### src/rtl/alu_multicycle.sv
// alu_multicycle: RV32-style ALU with valid/ready handshake and an iterative one-bit-per-cycle shifter.
// Define ALU_FAST_SHIFT_EN to use a single-cycle barrel shifter instead; then the SHIFT state is never entered.
module alu_multicycle #(
    parameter int XLEN = 32
) (
    input  logic            CLK,
    input  logic            RST,
    input  logic            IN_VALID,
    output logic            IN_READY,
    input  logic [3:0]      ALUops,
    input  logic [XLEN-1:0] OP_A,
    input  logic [XLEN-1:0] OP_B,
    output logic            OUT_VALID,
    input  logic            OUT_READY,
    output logic [XLEN-1:0] RESULT,
    output logic            BRANCH
);
    typedef enum logic [3:0] {
        OP_ADD  = 4'd0,
        OP_SUB  = 4'd1,
        OP_SLL  = 4'd2,
        OP_SRL  = 4'd3,
        OP_SRA  = 4'd4,
        OP_XOR  = 4'd5,
        OP_OR   = 4'd6,
        OP_AND  = 4'd7,
        OP_SLT  = 4'd8,
        OP_BEQ  = 4'd9,
        OP_BNE  = 4'd10,
        OP_BLT  = 4'd11,
        OP_BGE  = 4'd12,
        OP_BLTU = 4'd13,
        OP_BGEU = 4'd14,
        OP_SLTU = 4'd15
    } op_t;

    typedef enum logic [1:0] {
        IDLE  = 2'd0,
        SHIFT = 2'd1,
        DONE  = 2'd2
    } state_t;

    state_t          state;
    op_t             op;
    logic [4:0]      cnt;
    logic [4:0]      shamt;
    logic            lt_s;
    logic            lt_u;
    logic            go_shift;
    logic [XLEN-1:0] alu_res;
    logic            alu_br;

    assign shamt = OP_B[4:0];
    assign lt_s  = $signed(OP_A) < $signed(OP_B);
    assign lt_u  = OP_A < OP_B;

`ifdef ALU_FAST_SHIFT_EN
    assign go_shift = 1'b0;
`else
    assign go_shift = (ALUops == OP_SLL || ALUops == OP_SRL || ALUops == OP_SRA) && shamt != 5'd0;
`endif

    // Single-cycle result for everything except iterative shifts, which start from OP_A unshifted.
    always_comb begin
        alu_res = '0;
        alu_br  = 1'b0;
        case (op_t'(ALUops))
            OP_ADD:  alu_res = OP_A + OP_B;
            OP_SUB:  alu_res = OP_A - OP_B;
`ifdef ALU_FAST_SHIFT_EN
            OP_SLL:  alu_res = OP_A << shamt;
            OP_SRL:  alu_res = OP_A >> shamt;
            OP_SRA:  alu_res = $signed(OP_A) >>> shamt;
`else
            OP_SLL,
            OP_SRL,
            OP_SRA:  alu_res = OP_A;
`endif
            OP_XOR:  alu_res = OP_A ^ OP_B;
            OP_OR:   alu_res = OP_A | OP_B;
            OP_AND:  alu_res = OP_A & OP_B;
            OP_SLT:  alu_res = {{(XLEN-1){1'b0}}, lt_s};
            OP_SLTU: alu_res = {{(XLEN-1){1'b0}}, lt_u};
            OP_BEQ:  alu_br  = OP_A == OP_B;
            OP_BNE:  alu_br  = OP_A != OP_B;
            OP_BLT:  alu_br  = lt_s;
            OP_BGE:  alu_br  = !lt_s;
            OP_BLTU: alu_br  = lt_u;
            OP_BGEU: alu_br  = !lt_u;
        endcase
    end

    // Handshake FSM; RESULT doubles as the shift working register, so it only becomes visible in DONE.
    always_ff @(posedge CLK or posedge RST) begin
        if (RST) begin
            state     <= IDLE;
            op        <= OP_ADD;
            cnt       <= 5'd0;
            IN_READY  <= 1'b1;
            OUT_VALID <= 1'b0;
            RESULT    <= '0;
            BRANCH    <= 1'b0;
        end else begin
            case (state)
                IDLE: begin
                    if (IN_VALID) begin
                        op       <= op_t'(ALUops);
                        RESULT   <= alu_res;
                        BRANCH   <= alu_br;
                        IN_READY <= 1'b0;
                        if (go_shift) begin
                            cnt   <= shamt;
                            state <= SHIFT;
                        end else begin
                            OUT_VALID <= 1'b1;
                            state     <= DONE;
                        end
                    end
                end
                SHIFT: begin
                    RESULT <= op == OP_SLL ? RESULT << 1 :
                              op == OP_SRL ? RESULT >> 1 :
                                             {RESULT[XLEN-1], RESULT[XLEN-1:1]};
                    cnt    <= cnt - 5'd1;
                    if (cnt == 5'd1) begin
                        OUT_VALID <= 1'b1;
                        state     <= DONE;
                    end
                end
                DONE: begin
                    if (OUT_READY) begin
                        OUT_VALID <= 1'b0;
                        IN_READY  <= 1'b1;
                        state     <= IDLE;
                    end
                end
                default: begin
                    state    <= IDLE;
                    IN_READY <= 1'b1;
                end
            endcase
        end
    end
endmodule
### config.mk
export PLATFORM = sky130hd
export DESIGN_NAME = alu_multicycle
export DESIGN_NICKNAME = d
export VERILOG_FILES = /design/src/rtl/alu_multicycle.sv
export SDC_FILE = /design/constraint.sdc
export NUM_CORES = 1
export LEC_CHECK = 0
export ABC_AREA = 1
export BUFFER_PORTS_ARGS = -buffer_cell sky130_fd_sc_hd__buf_2
export CORE_MARGIN = 2
export CORE_UTILIZATION = 62
export DETAILED_ROUTE_END_ITERATION = 6
export PLACE_DENSITY_LB_ADDON = 0.3
export SLEW_MARGIN = 20
export SYNTH_ARGS = -nofsm -noshare
export SYNTH_HDL_FRONTEND = slang
export SYNTH_SLANG_ARGS = --single-unit
### constraint.sdc
create_clock -name CLK -period 2 [get_ports CLK]
set_clock_uncertainty 0.1 [all_clocks]
set_input_delay 0.2 -clock CLK [delete_from_list [all_inputs] [get_ports CLK]]
set_output_delay 0.2 -clock CLK [all_outputs]
set_load 0.05 [all_outputs]
==> metrics.txt, run 1 <==
clock buffer depth=2; largest net degree at the start of global routing=44; DIE WIDTH=128 um; number of synthesized register bits=46; Post-DP Area=12200 um^2; Worst-path end type=register data pin; stage reached=global routing (5_1_grt); PortBufs=106; Post-Synth Adder-Cell Area=15.5%; CTS Sinks=46; status=did not finish; Synth Area in XOR/XNOR=0.0919%; Yosys cell types=49; Synth Cell Area=9530 um^2; simple-gate area share of the yosys netlist=37.4%; Initial Util=63.2%; pre-CTS WS=-0.467 ns; Synthesis Warnings=0; # H-tree levels=2; Err=[ERROR GRT-0232] Routing congestion too high. Check the congestion heatmap in the GUI.; register area share after synthesis=12.1%; syn nets=1904; Compound-Gate Fraction of Synth Area=17.4%; root buf cell=clkbuf_16; CTS Buf Count=5; routability cong.=1.11; Top Ports=107; Crit. endpoint post-GRT repair=RESULT[0]$_DFFE_PP0P_/D; global route overflow=7; post-synthesis mux area share=0%; Die Y=128 um; Avg Inst Size Synth=5.56 um^2; cells after synthesis=1715; Row Count=45; DP HPWL=30000 um; largest family of logic cells by synthesized area=simple AND/OR/NAND/NOR gates; Total GRT Usage=75.8%
## layer usage
metal,overflow,GRT usage [%]
met4,5,73.4
met1,0,73.4
met3,0,64.5
met2,2,92.5
met5,0,35.0
## synthesized netlist by cell type, drive strengths merged
cell type | count | share of area [%]
nand3 | 139 | 7.4
fa | 2 | 0.42
nand4 | 15 | 0.98
a221oi | 12 | 1.1
o21a | 1 | 0.079
a21oi | 99 | 5.6
a31oi | 5 | 0.33
nor4 | 5 | 0.33
a22oi | 11 | 0.87
nand2 | 535 | 21
or2 | 2 | 0.13
o211ai | 2 | 0.16
o22ai | 30 | 2.0
xnor2 | 1 | 0.092
inv | 353 | 14
o2111ai | 1 | 0.092
nand3b | 1 | 0.079
and3 | 4 | 0.26
dfrtp | 45 | 12
o21bai | 8 | 0.75
a21boi | 8 | 0.63
a32oi | 1 | 0.092
a211oi | 12 | 0.95
ha | 115 | 15
o221ai | 1 | 0.092
o21ai | 88 | 4.6
buf | 42 | 2.9
a2bb2oi | 1 | 0.092
clkinv | 2 | 0.079
nor3b | 1 | 0.079
dfstp | 1 | 0.28
nor3 | 16 | 0.95
clkbuf | 17 | 0.68
nor2 | 139 | 5.9
## kinds of logic after synthesis
logic type               after synthesis
AO/OA/AOI/OAI                        280
XOR/XNOR                               1
adder cells (fa/ha/maj)              117
buffers and inverters                414
flip-flops                            46
AND/OR/NAND/NOR                      857
## metrics by stage
stage | TNS, ns | std cells
2_1_floorplan | 0 | 1715
3_3_place_gp | -8.55 | 2238
3_5_place_dp | -10.30 | 2238
4_1_cts | -0.108 | 2255
## what timing repair did
| item | 4_1_cts |
|---|---|
| resized for setup | 61 |
| hold buffers | 1 |
| setup buffers | 7 |
| pin swaps | 9 |
| endpoints found under the hold margin | 21 |
| gates cloned | 1 |
| endpoints found under the setup margin | 24 |
==> inputs of run 2 (changes only) <==
--- a/config.mk
+++ b/config.mk
@@ -8,9 +8,9 @@
 export ABC_AREA = 1
 export BUFFER_PORTS_ARGS = -buffer_cell sky130_fd_sc_hd__buf_2
 export CORE_MARGIN = 2
-export CORE_UTILIZATION = 62
+export CORE_UTILIZATION = 40
 export DETAILED_ROUTE_END_ITERATION = 6
-export PLACE_DENSITY_LB_ADDON = 0.3
+export PLACE_DENSITY_LB_ADDON = 0.15
 export SLEW_MARGIN = 20
 export SYNTH_ARGS = -nofsm -noshare
 export SYNTH_HDL_FRONTEND = slang
==> run 2 against run 1 <==
Effect of this change:
- the flow now finishes without violations
- synthesized cell count stayed put
- synthesized area unchanged
==> metrics.txt, run 2 <==
Hold Path Class=in -> reg; reg2reg start=state[1]$_DFFE_PP0P_; placed cell count=2396; Row Count=56; hold endpoint=state[1]$_DFFE_PP0P_; commonest non-fill, non-tap cell in the layout=nand2_1; Routed Antenna Nets=0; final hold violation count=0; syn nets=1904; clock power share=8.9%; Worst slew margin=52.7%; Final Critical Period=1.97 ns; PortBufs=106; largest net degree at the start of global routing=37; root buf cell=clkbuf_16; register area share after synthesis=12.1%; # nets final=2286; global route overflow=0; leakage power=7.82 nW; top cell type's share of synthesized area=20.7%; count leader, synth=nand2_1; status=finished, final reports clean; Clk Latency, worst-skew pair=0.29 ns; share of power burned in registers=19.1%; Avg Inst Size Synth=5.56 um^2; Synthesis Warnings=0; Top FF cell, synth=dfrtp_1; CTS Buf Count=5; cells after synthesis=1715; hold path cells=4; Max-Cap Viols=0; CTS Sinks=46; Sw Pwr=5.19 mW; Synth area leader=nand2_1; Final setup viols=0; Slew Viols, Final=0; Pre-Repair DR Iteration Count=5; DIE WIDTH=158 um; Comb power frac=72.0%; Tcrit/Tclk final=98.5%; Hold Startpoint=OUT_READY; # H-tree levels=2; total power per unit cell area=681 nW/um^2; vias=12200; Largest Register=RESULT; clock-pin slew on the worst setup and hold paths=0.07 ns; Antenna Cells=0; Initial Util=40.7%; Top Ports=107; ratio of cells with drive above 1 in the final layout=32.2%; Die Y=158 um; clock buffer depth=2; CP Launch Type=primary input; Sw Ratio=55.0%; WS Path Type=in -> reg; Area contributors post-synth=nand2_1 21%, ha_1 15%, inv_1 14%; Non-Filler Instances=2417; unrepaired setup endpoints after global routing=true; number of synthesized flops with an enable pin=0; final core occ=59.1%; routed len/inst=16.1 um; worst hold slack=0.104 ns; critical-path maximum fanout=4; number of synthesized register bits=46; commonest cells in the netlist=526 x nand2_1, 343 x inv_1, 137 x nand3_1, 126 x nor2_1, 115 x ha_1; Largest regs=RESULT: 32 flops, cnt: 5 flops, op: 4 flops; DP HPWL=31700 um; Cell Int Power=4.24 mW; Total GRT Usage=30.0%; reg2reg setup slack=0.15 ns; Peak supply drop=0.853 mV; critical path data arrival time=2.06 ns; Core ar.=23400 um^2; Max Freq=507 MHz; asr flop ratio synth=100%; FF-to-FF path depth=8; vias in the first global route=11400; DR vias/cell=5.04; CTS tree=yes; synthesis-to-layout area growth=45.2%; Die Footprint=25100 um^2; Crit. End Element=flop; DRC=0; Synth Cell Area=9530 um^2; 1st-iter DRT viols=903; Yosys cell types=49; first-pass GRT wire length=58700 um; final wirelength=38900 um; worst path required time=2.09 ns; initial antenna violation count=0; worst reg2reg endpoint=RESULT[0]$_DFFE_PP0P_; most frequent cells in the layout=468 x nand2_1, 330 x inv_1, 314 x buf_4; routability cong.=0.997; flip-flop count of the largest register after layout=32; worst-margin pin slew=0.709 ns
run 2: cell counts after synthesis:
Identical to the previous run, type by type.
run 2: area by class of cell:
cell class	instances	area (um^2)
Fill cell	2456	9560
Multi-Input combinational cell	1255	7680
Timing Repair Buffer	432	3110
Inverter	355	1340
Sequential cell	46	1150
Tap cell	319	399
Clock buffer	6	129
Timing Repair inverter	2	15.0
Clock inverter	2	13.8
run 2: power by group through the flow:
stage	combinational (mW)	sequential (mW)	clock, mW
2_1_floorplan	2.95	2.92	0
6_report	6.79	1.80	0.840
4_1_cts	6.31	1.79	0.849
3_5_place_dp	6.20	1.81	0
5_1_grt	7.46	1.86	0.891
3_3_place_gp	6.14	1.80	0
run 2: repair_timing:
item / in CTS / in global routing
pin swaps: 15 / 48
resized for setup: 59 / 198
hold buffers: 1 / 0
buffers inserted: 1 / 9
cloned: 0 / 2
endpoints found under the setup margin: 30 / 33
hold endpoints to repair: 16 / 0
run 2: logic make-up after synthesis:
kind of cell	Yosys count	synth area share, %
AO/OA/AOI/OAI	280	17.4
AND/OR/NAND/NOR	857	37.4
flip-flops	46	12.1
adder cells (fa/ha/maj)	117	15.5
XOR/XNOR	1	0.0919
buffers and inverters	414	17.6
run 2: through the flow:
| step | setup slack (ns) | power (mW) | setup TNS [ns] | cell area (um^2) |
|---|---|---|---|---|
| final | 0.0294 | 9.43 | 0 | 13800 |
| after global routing | -0.119 | 10.2 | -0.478 | 13800 |
| after CTS | 0.000979 | 8.95 | 0 | 13000 |
| after detailed placement | -0.639 | 8.01 | -12.63 | 12600 |
| after global placement | -0.643 | 7.94 | -11.96 | 12600 |
| after floorplan | 0.00837 | 5.86 | 0 | 9540 |
run 2: worst max path at each step:
stage                       start                endpoint  slack, ns  cells past startpoint
after global placement    OP_B[2]  RESULT[11]$_DFFE_PP0P_      -0.64                     14
final                     OP_B[9]      BRANCH$_DFFE_PP0P_       0.03                     18
after CTS                 OP_B[0]  RESULT[24]$_DFFE_PP0P_      0.001                     16
after floorplan           OP_A[0]      BRANCH$_DFFE_PP0P_      0.008                     19
after detailed placement  OP_B[2]  RESULT[11]$_DFFE_PP0P_      -0.64                     14
after global routing      OP_A[0]      BRANCH$_DFFE_PP0P_      -0.12                     21
run 2: layer usage:
layer | share of wire, % | global-route usage (%) | vias up | wire length, um
met1 | 44 | 37.7 | 5571 | 16900
met2 | 47 | 52.5 | 367 | 18400
li1 | - | - | 6154 | -
met3 | 4.3 | 3.05 | 94 | 1680
met4 | 4.9 | 12.1 | 0 | 1900
met5 | 0 | 0 | - | 0
run 2: critical path: stages:
cell and delay, ns:
buf_2 0.09, inv_1 0.07, buf_4 0.13, ha_1 0.20, o21bai_4 0.20, buf_4 0.14, nand2_1 0.06, nand2_1 0.08
a21oi_2 0.21, nand2_4 0.09, nand2_4 0.10, nand2_4 0.06, nand3_1 0.07, nand2_1 0.06, nor2_1 0.11, nand2_1 0.08
nand2_1 0.06, nand2_1 0.05
Power figures use the tool's default switching activity.
